`config.mk`:
```
export PLATFORM = sky130hd
export DESIGN_NAME = act_unit_pipe
export DESIGN_NICKNAME = d
export VERILOG_FILES = /design/src/rtl/act_unit_pipe.sv
export SDC_FILE = /design/constraint.sdc
export NUM_CORES = 1
export LEC_CHECK = 0
export CAP_MARGIN = 0
export CORE_MARGIN = 5
export CORE_UTILIZATION = 51
export CTS_CLUSTER_DIAMETER = 50
export DETAILED_ROUTE_END_ITERATION = 12
export GPL_TIMING_DRIVEN = 0
export PLACE_DENSITY_LB_ADDON = 0.12
export SLEW_MARGIN = 20
export SYNTH_ARGS = -nofsm -noshare
export SYNTH_HDL_FRONTEND = slang
export SYNTH_SLANG_ARGS = --single-unit
export TNS_END_PERCENT = 100
```
`constraint.sdc`:
```
create_clock -name clk -period 6.1 [get_ports clk]
set_input_delay 0.61 -clock clk [delete_from_list [all_inputs] [get_ports clk]]
set_output_delay 0.61 -clock clk [all_outputs]
set_load 0.01 [all_outputs]
```
`src/rtl/act_unit_pipe.sv`:
```
// Multi-lane activation unit: identity / ReLU / leaky-ReLU / ReLU6 on NUM_CH packed signed lanes,
// behind a 2-stage valid/ready pipeline with a saturating clip-event counter.
module act_unit_pipe #(
  parameter int DATA_WIDTH = 16,
  parameter int NUM_CH     = 4,
  parameter int NEG_SHIFT  = 5,
  parameter int FRAC_BITS  = 8,
  parameter int CNT_WIDTH  = 16
) (
  input  logic                         clk,
  input  logic                         rst_n,
  input  logic                         i_en,
  input  logic                         i_valid,
  output logic                         o_ready,
  input  logic [1:0]                   i_mode,
  input  logic [NUM_CH*DATA_WIDTH-1:0] i_data_bus,
  output logic                         o_valid,
  input  logic                         i_ready,
  output logic [NUM_CH*DATA_WIDTH-1:0] o_data_bus,
  input  logic                         i_clr,
  output logic [CNT_WIDTH-1:0]         o_sat_cnt
);

  localparam int BW = NUM_CH * DATA_WIDTH;
  localparam int IW = $clog2(NUM_CH + 1);
  localparam int SW = CNT_WIDTH + IW;
  localparam logic signed [DATA_WIDTH-1:0] CLIP_MAX = DATA_WIDTH'(6 << FRAC_BITS);

  // Handshake: a beat moves on a rising edge when valid & ready are both high on that side.
  // A stage advances when its successor is empty or advancing; i_en=0 blocks every advance.
  logic          r_s1_valid;
  logic [BW-1:0] r_s1_data;
  logic          r_o_valid;
  logic [BW-1:0] r_o_data;
  logic [CNT_WIDTH-1:0] r_sat_cnt;

  logic          w_s2_en;
  logic          w_s1_en;
  logic          w_accept;
  logic [BW-1:0] w_act;
  logic [IW-1:0] w_clip_n;
  logic [SW-1:0] w_cnt_sum;
  logic [CNT_WIDTH-1:0] w_cnt_next;

  function automatic logic [DATA_WIDTH-1:0] act_fn(
    input logic [1:0]                   mode,
    input logic signed [DATA_WIDTH-1:0] x
  );
    logic neg;
    neg = x[DATA_WIDTH-1];
    case (mode)
      2'd0:    act_fn = x;
      2'd1:    act_fn = neg ? '0 : x;
      2'd2:    act_fn = neg ? (x >>> NEG_SHIFT) : x;
      default: act_fn = neg ? '0 : ((x > CLIP_MAX) ? CLIP_MAX : x);
    endcase
  endfunction

  assign w_s2_en  = i_en & (~r_o_valid | i_ready);
  assign w_s1_en  = i_en & (~r_s1_valid | w_s2_en);
  assign o_ready  = w_s1_en;
  assign w_accept = i_valid & w_s1_en;

  always_comb begin
    w_act    = '0;
    w_clip_n = '0;
    for (int k = 0; k < NUM_CH; k++) begin
      w_act[k*DATA_WIDTH +: DATA_WIDTH] = act_fn(i_mode, $signed(i_data_bus[k*DATA_WIDTH +: DATA_WIDTH]));
      if ((i_mode == 2'd3) && ($signed(i_data_bus[k*DATA_WIDTH +: DATA_WIDTH]) > CLIP_MAX))
        w_clip_n = w_clip_n + IW'(1);
    end
  end

  // Widened sum so the all-ones clamp sees any overflow instead of wrapping.
  assign w_cnt_sum  = SW'(r_sat_cnt) + SW'(w_clip_n);
  assign w_cnt_next = (w_cnt_sum > SW'({CNT_WIDTH{1'b1}})) ? {CNT_WIDTH{1'b1}} : w_cnt_sum[CNT_WIDTH-1:0];

  always_ff @(posedge clk or negedge rst_n) begin
    if (!rst_n) begin
      r_s1_valid <= 1'b0;
      r_s1_data  <= '0;
      r_o_valid  <= 1'b0;
      r_o_data   <= '0;
      r_sat_cnt  <= '0;
    end else begin
      if (w_s1_en) begin
        r_s1_valid <= w_accept;
        if (w_accept) r_s1_data <= w_act;
      end
      if (w_s2_en) begin
        r_o_valid <= r_s1_valid;
        if (r_s1_valid) r_o_data <= r_s1_data;
      end
      // Clear is independent of i_en and overrides a same-cycle increment.
      if (i_clr)
        r_sat_cnt <= '0;
      else if (w_accept && (i_mode == 2'd3))
        r_sat_cnt <= w_cnt_next;
    end
  end

  assign o_valid    = r_o_valid;
  assign o_data_bus = r_o_data;
  assign o_sat_cnt  = r_sat_cnt;

endmodule

```
# After elaboration in Yosys (flattened, before gate mapping)
# Index checks and enable logic that the tools add are counted.
# totals
regBits	146
# op_classes
add_sub_neg	4
magnitude_cmp	5
n_eq_ne	3
n_mux	27
bitwise	7
n_reduce_logical	9
# ops
op	n
$pmux W16 S3	4
$mux W15	12
$mux W16	7
$gt A16 B12 Y1 const B	4
$add A16 B3 Y17	1
$gt A17 B16 Y1 const B	1
$add A3 B1 Y3 const B	3
$mux W3	3
$logic_and A1 B1 Y1	5
$eq A2 B2 Y1 const B	2
$reduce_and A2 Y1	2
$and A1 B1 Y1	3
$eq A2 B1 Y1 const B	1
$logic_not A2 Y1	1
$not A1 Y1	2
$or A1 B1 Y1	2
$reduce_bool A2 Y1	1
$mux W1	1

# Logic depth before layout (Yosys ltp)
# depth
ltp_word	14
ltp_mapped	16
depth_no_buf	16

# Least setup slack after synthesis
# OpenSTA, ideal clock, no wires.
# synth_timing
path_type	input-to-reg
startpoint	input i_data_bus[14]
endpoint	register r_sat_cnt[15] (netlist: o_sat_cnt[15])
t_arrival_ns	4.067
required_ns	5.966
setup_slack_ns	1.899
cell_stages	13
path_buffers	1
path_cell_list	or4_1 o211ai_1 inv_1 ha_1 xnor2_1 ha_1 mux2_2 fa_1 a21oi_1 or3_1 clkbuf_2 and4_1 nor3_2
# synth_between
elab_chain_cells	14
# synth_lines
item	line	text
start, declared	16	input logic [NUM_CH*DATA_WIDTH-1:0] i_data_bus,
$gt A16 B12 Y1 (*)	69	if ((i_mode == 2'd3) && ($signed(i_data_bus[k*DATA_WIDTH +: DATA_WIDTH]) > CLIP_MAX))
$logic_and A1 B1 Y1 (*)	69	
$mux W1 (*)	69	
$add A3 B1 Y3	70	w_clip_n = w_clip_n + IW'(1);
$mux W3 (*)	69	
$add A3 B1 Y3	70	
$mux W3 (*)	69	
$add A3 B1 Y3	70	
$mux W3 (*)	69	
$add A16 B3 Y17 (*)	75	assign w_cnt_sum = SW'(r_sat_cnt) + SW'(w_clip_n);
$gt A17 B16 Y1	76	assign w_cnt_next = (w_cnt_sum > SW'({CNT_WIDTH{1'b1}})) ? {CNT_WIDTH{1'b1}} : w_cnt_sum[CNT_WIDTH-1:0];
$mux W16 (*)	76	
$mux W16 (*)	97	else if (w_accept && (i_mode == 2'd3))
$mux W16 (*)	95	if (i_clr)
end signal, assigned	98	r_sat_cnt <= w_cnt_next;
end, declared	35	logic [CNT_WIDTH-1:0] r_sat_cnt;
# Every way passes the cells marked *; elsewhere a longest branch is shown, timed or not. The select of a mux whose other input is x is not followed.
# A chain may end at the register's enable or synchronous reset.

# Worst setup path after layout
# layout_timing
startpoint	input i_data_bus[28]
endpoint	register r_sat_cnt[15] (netlist: o_sat_cnt[15])
# layout_between
elab_chain_cells	12
# layout_lines
item	line
$gt A16 B12 Y1 (*)	69
$logic_and A1 B1 Y1 (*)	69
$mux W3 (*)	69
$add A3 B1 Y3	70
$mux W3 (*)	69
$add A3 B1 Y3	70
$mux W3 (*)	69
$add A16 B3 Y17 (*)	75
$gt A17 B16 Y1	76
$mux W16 (*)	76
$mux W16 (*)	97
$mux W16 (*)	95
# Marks and branches as above.

==> results.md <==
Status:
- The flow ran to the end, and the final reports show no timing, DRC or antenna violations.

Synth:
- The number of cells produced by synthesis is 691.
- The number of enable flip-flop cells after synthesis is 0.
- The part of the Yosys area used for sequential elements is 50.7%.
- The library cell with the highest instance count after synthesis is sky130_fd_sc_hd__dfrtp_1.
- Of all cell types, the one taking the most synthesized area is sky130_fd_sc_hd__dfrtp_1.
- The mean instance size in the synthesized netlist is roughly 10 um2.
- When the netlist entered floorplanning its net count stood at 771.
- Ranked by total cell area, the synthesized netlist is headed by sky130_fd_sc_hd__dfrtp_1 51%, sky130_fd_sc_hd__mux2_2 10%, sky130_fd_sc_hd__nor2_1 5.4%, sky130_fd_sc_hd__mux2i_1 4.7%, sky130_fd_sc_hd__a21oi_1 4.5%.
- The commonest cells after synthesis are 146 x sky130_fd_sc_hd__dfrtp_1, 103 x sky130_fd_sc_hd__nor2_1, 65 x sky130_fd_sc_hd__a21oi_1, 65 x sky130_fd_sc_hd__mux2_2.
- The leading register cell type out of synthesis is sky130_fd_sc_hd__dfrtp_1.
- The fraction of registers with async set or reset after synthesis is 100%.
- The post-synth design cell area is between 7000 and 8000 um2.
- In this run, synthesis produced a sequential element count of about 150.
- The proportion of netlist area held by the largest area contributor is about half.
- The warning count from the yosys run is 0.
- In this run, distinct cell masters in the synthesized netlist total 59.

Drt:
- The mean number of vias per cell is 5.82.
- The post-detailed-route count of antenna-violating nets is 0.
- The aggregate routed wire length is roughly 20,000 um.
- The final routed DRC violation total is 0.
- Summing over every cut layer, the via total after detailed routing is 6,150.
- Before antenna repair, the detailed router went through 5 iterations.
- The iteration-0 DRC count of the detailed router is 501.
- The post-detailed-route wirelength per cell is 19.1 um.

STA:
- The final worst-path cycle share is 79.7%.
- Adding up every negative setup slack in the final design gives 0 ns.
- The worst pin sits at a relative slew slack of roughly half.
- The final count of negative-setup-slack endpoints is 0.
- The number of failing hold endpoints at the final stage is 0.
- Hold is met by roughly 0.15 ns.
- The clock period minus worst slack is 4.86 ns.
- Setup repair after global routing left no endpoint under its margin.
- The measured slew at the worst slew-check pin is 0.752 ns.
- The maximum achievable frequency is 0.206 GHz.
- The number of max-slew violations in the final report is 0.
- For the final database, setup skew stands at 0.00868 ns.

Power:
- The leakage power summed over all cells is about 4.0 nW.
- The maximum vdd ir drop is between 0.0002 and 0.00025 V.
- Summing internal, switching and leakage power gives roughly 3.4 mW.
- The total power divided by cell area is 353 nW/um2.

Clock tree:
- In this run the number of H-tree levels came out at 4.
- In this run the deepest clock path goes through 2 buffers.
- The clock latency on the worst-skew pair is 0.43 ns.
- TritonCTS built the clock tree.
- In this run, CTS created clock tree buffers numbering 17.
- CTS placed an instance of sky130_fd_sc_hd__clkbuf_16 at the clock tree root.
- After clock tree synthesis, the clock-pin slew on the worst setup and hold paths is ~0.06 ns.
- For this design, the CTS-stage hold fixing added 0 buffers.
- Once the clock tree was built, the resizer swapped 0 gates to a different size.
- The buffer count from post-CTS setup fixing is 0.
- The clock sink count is 146.

Floorplan:
- The floorplan step defined a core boundary enclosing about 14,000 um2.
- The I/O pin count is 154.
- The floorplan step set the die width to 129 um.
- The effective utilization at floorplan is between 50% and 60%.
- The die area is between 15,000 and 20,000 um2.
- The site row count is 43.
- From bottom edge to top edge, the die measures 129 um.

Worst hold path:
- The type of the most critical hold path is primary input to asynchronous set/reset pin.

Run:
- The count of max-cap constraint violations is 0.

Final layout:
- The number of antenna cells inserted is 0.
- The ratio of cells with drive above 1 in the final layout is 14.0%.
- The multi-input gate area in the final layout is 3340 um2.
- At the end of the flow, the number of nets in the layout was 943.
- Compared with the post-synthesis result, the final layout area differs by 33.2%.
- In the final layout, flip-flops and latches occupy roughly 3700 um2.
- The number of filler instances in the final layout is 1,054.

Worst setup path:
- On the critical path, the stage with the largest delay is an instance of sky130_fd_sc_hd__or4_1.
- The source of the critical timing path is i_data_bus[28].
- The startpoint-to-endpoint class of the critical path is primary input to register.
- The most repeated library cell on the critical path is sky130_fd_sc_hd__ha_1.
- Together, buffers and inverters on the worst path number 3.
- The data required time at the worst endpoint is roughly 6.4 ns.
- The worst-path maximum fanout is 8.
- Broken down by cell family, the worst path's largest delay share belongs to simple AND/OR/NAND/NOR gates.
- STA puts the critical path data arrival time at about 5 ns.
- STA classifies the critical path startpoint as a primary input.
- The signal on the critical path passes through clkdlybuf4s50_1 > or4_1 > o211ai_1 > inv_1 > ha_1 > xnor2_1 > ha_1 > mux2_2 > fa_1 > a21oi_1 > or3_1 > clkbuf_2 > and4_1 > nor3_2.
- In this design, the stage delay of the slowest critical-path cell is 0.62 ns.
- The worst setup path is captured at a register.
- The critical register-to-register path startpoint is o_sat_cnt[0].

Placement:
- Port buffering added about 150 buffers.
- The estimated wirelength of the detail-placed design is about 15,000 um.
- Routability-driven placement finished with a final weighted congestion of around 0.86.

Global routing:
- The first global-routing pass estimated 32,200 um of wire.
- In the global route stage, overall resource usage came out at 24.8%.
- The via count of the first global-routing pass was 6,294.
- Global routing finished with a remaining overflow of 0.
- The global-route track usage on met1 is 32.6%.
- The met3 layer usage reported by global route is 6.19%.
- The global routing stage identified its most utilized layer as met2.
- For this run, global-route usage on met2 was measured as 39.7%.
- The initial antenna violation count is 0.
- The largest net degree at the start of global routing is 75.
power by group:
| part | total [mW] | leakage (nW) | switching [mW] | internal (mW) |
|---|---|---|---|---|
| Sequential | 1.37 | 1.76 | 0.144 | 1.22 |
| Clock | 1.08 | 0.303 | 0.395 | 0.685 |
| Combinational | 0.942 | 1.96 | 0.391 | 0.550 |
| Total | 3.39 | 4.02 | 0.930 | 2.46 |
state kept, by name, indices dropped and copies added (netlist names):
register	flops
o_data_bus	64
r_s1_data	64
o_sat_cnt	16
o_valid	1
r_s1_valid	1
logic make-up (layout without fill, tap and decap cells):
logic type | Yosys count | count (layout) | share of synthesized area, %
DFF | 146 | 146 | 50.7
AOI/OAI and AO/OA | 165 | 165 | 15.0
muxes | 99 | 99 | 14.9
xor gates and xnor gates | 4 | 4 | 0.486
adders and majority gates | 8 | 8 | 1.49
buffers and inverters | 52 | 237 | 2.90
and+or+nand+nor | 217 | 217 | 14.6
path summary, 6_finish.rpt:
check	endpoint	depth (start not counted)	slack, ns
min in group clk	r_s1_data[47]	2	0.48
max reg2reg	o_sat_cnt[15]	7	3.70
min reg2reg	r_s1_data[47]	2	0.48
max	o_sat_cnt[15]	14	1.24
min	o_data_bus[51]	1	0.15
max in group asynchronous	o_data_bus[5]	2	5.20
cell type report:
cell class / instances / share of cell area (%)
sequential: 146 / 38.1
multi-input combinational: 493 / 34.8
timing repair buffer: 153 / 16.2
clock buffer: 23 / 5.08
tap: 180 / 2.35
buffer: 42 / 1.79
clock inverter: 9 / 1.32
inverter: 10 / 0.391
worst reg2reg max path: cells and delay by family, from the launching register on:
family	cells	cell delay, ns
flops	1	0.41
compound gates	1	0.54
fa+ha+maj	2	0.65
simple gates	3	0.47
buf+inv	1	0.19
cells in the final DEF, fill, tap and decap left out, types with 6 or more instances in the layout:
master	count
sky130_fd_sc_hd__a211oi_1	10
sky130_fd_sc_hd__a21o_1	6
sky130_fd_sc_hd__a21oi_1	65
sky130_fd_sc_hd__a221o_1	6
sky130_fd_sc_hd__a31oi_1	12
sky130_fd_sc_hd__buf_1	9
sky130_fd_sc_hd__buf_2	10
sky130_fd_sc_hd__clkbuf_1	24
sky130_fd_sc_hd__clkbuf_16	17
sky130_fd_sc_hd__clkdlybuf4s50_1	151
sky130_fd_sc_hd__dfrtp_1	146
sky130_fd_sc_hd__ha_1	7
sky130_fd_sc_hd__inv_1	10
sky130_fd_sc_hd__mux2_2	65
sky130_fd_sc_hd__mux2i_1	34
sky130_fd_sc_hd__nand2_1	26
sky130_fd_sc_hd__nand3_1	7
sky130_fd_sc_hd__nor2_1	103
sky130_fd_sc_hd__nor3_1	35
sky130_fd_sc_hd__nor4_1	10
sky130_fd_sc_hd__o21ai_0	35
sky130_fd_sc_hd__o31ai_1	8
metrics by stage:
stage | cell area (um2) | std cells | utilization [%] | worst slack (ns)
final | 9600 | 1056 | 69.2 | 1.24
after global routing | 9600 | 1056 | 69.2 | 0.997
after CTS | 9600 | 1056 | 69.2 | 1.29
after detailed placement | 8980 | 1024 | 64.7 | 0.859
after global placement | 8950 | 1023 | 64.5 | -1.15
after floorplan | 7210 | 691 | - | 1.90
metal layers:
metal,vias up,part of all wire [%]
met3,38,7.8
met1,2991,42
met5,-,0
li1,2856,-
met2,265,48
met4,0,2.5
(Power assumes the default switching activity.)
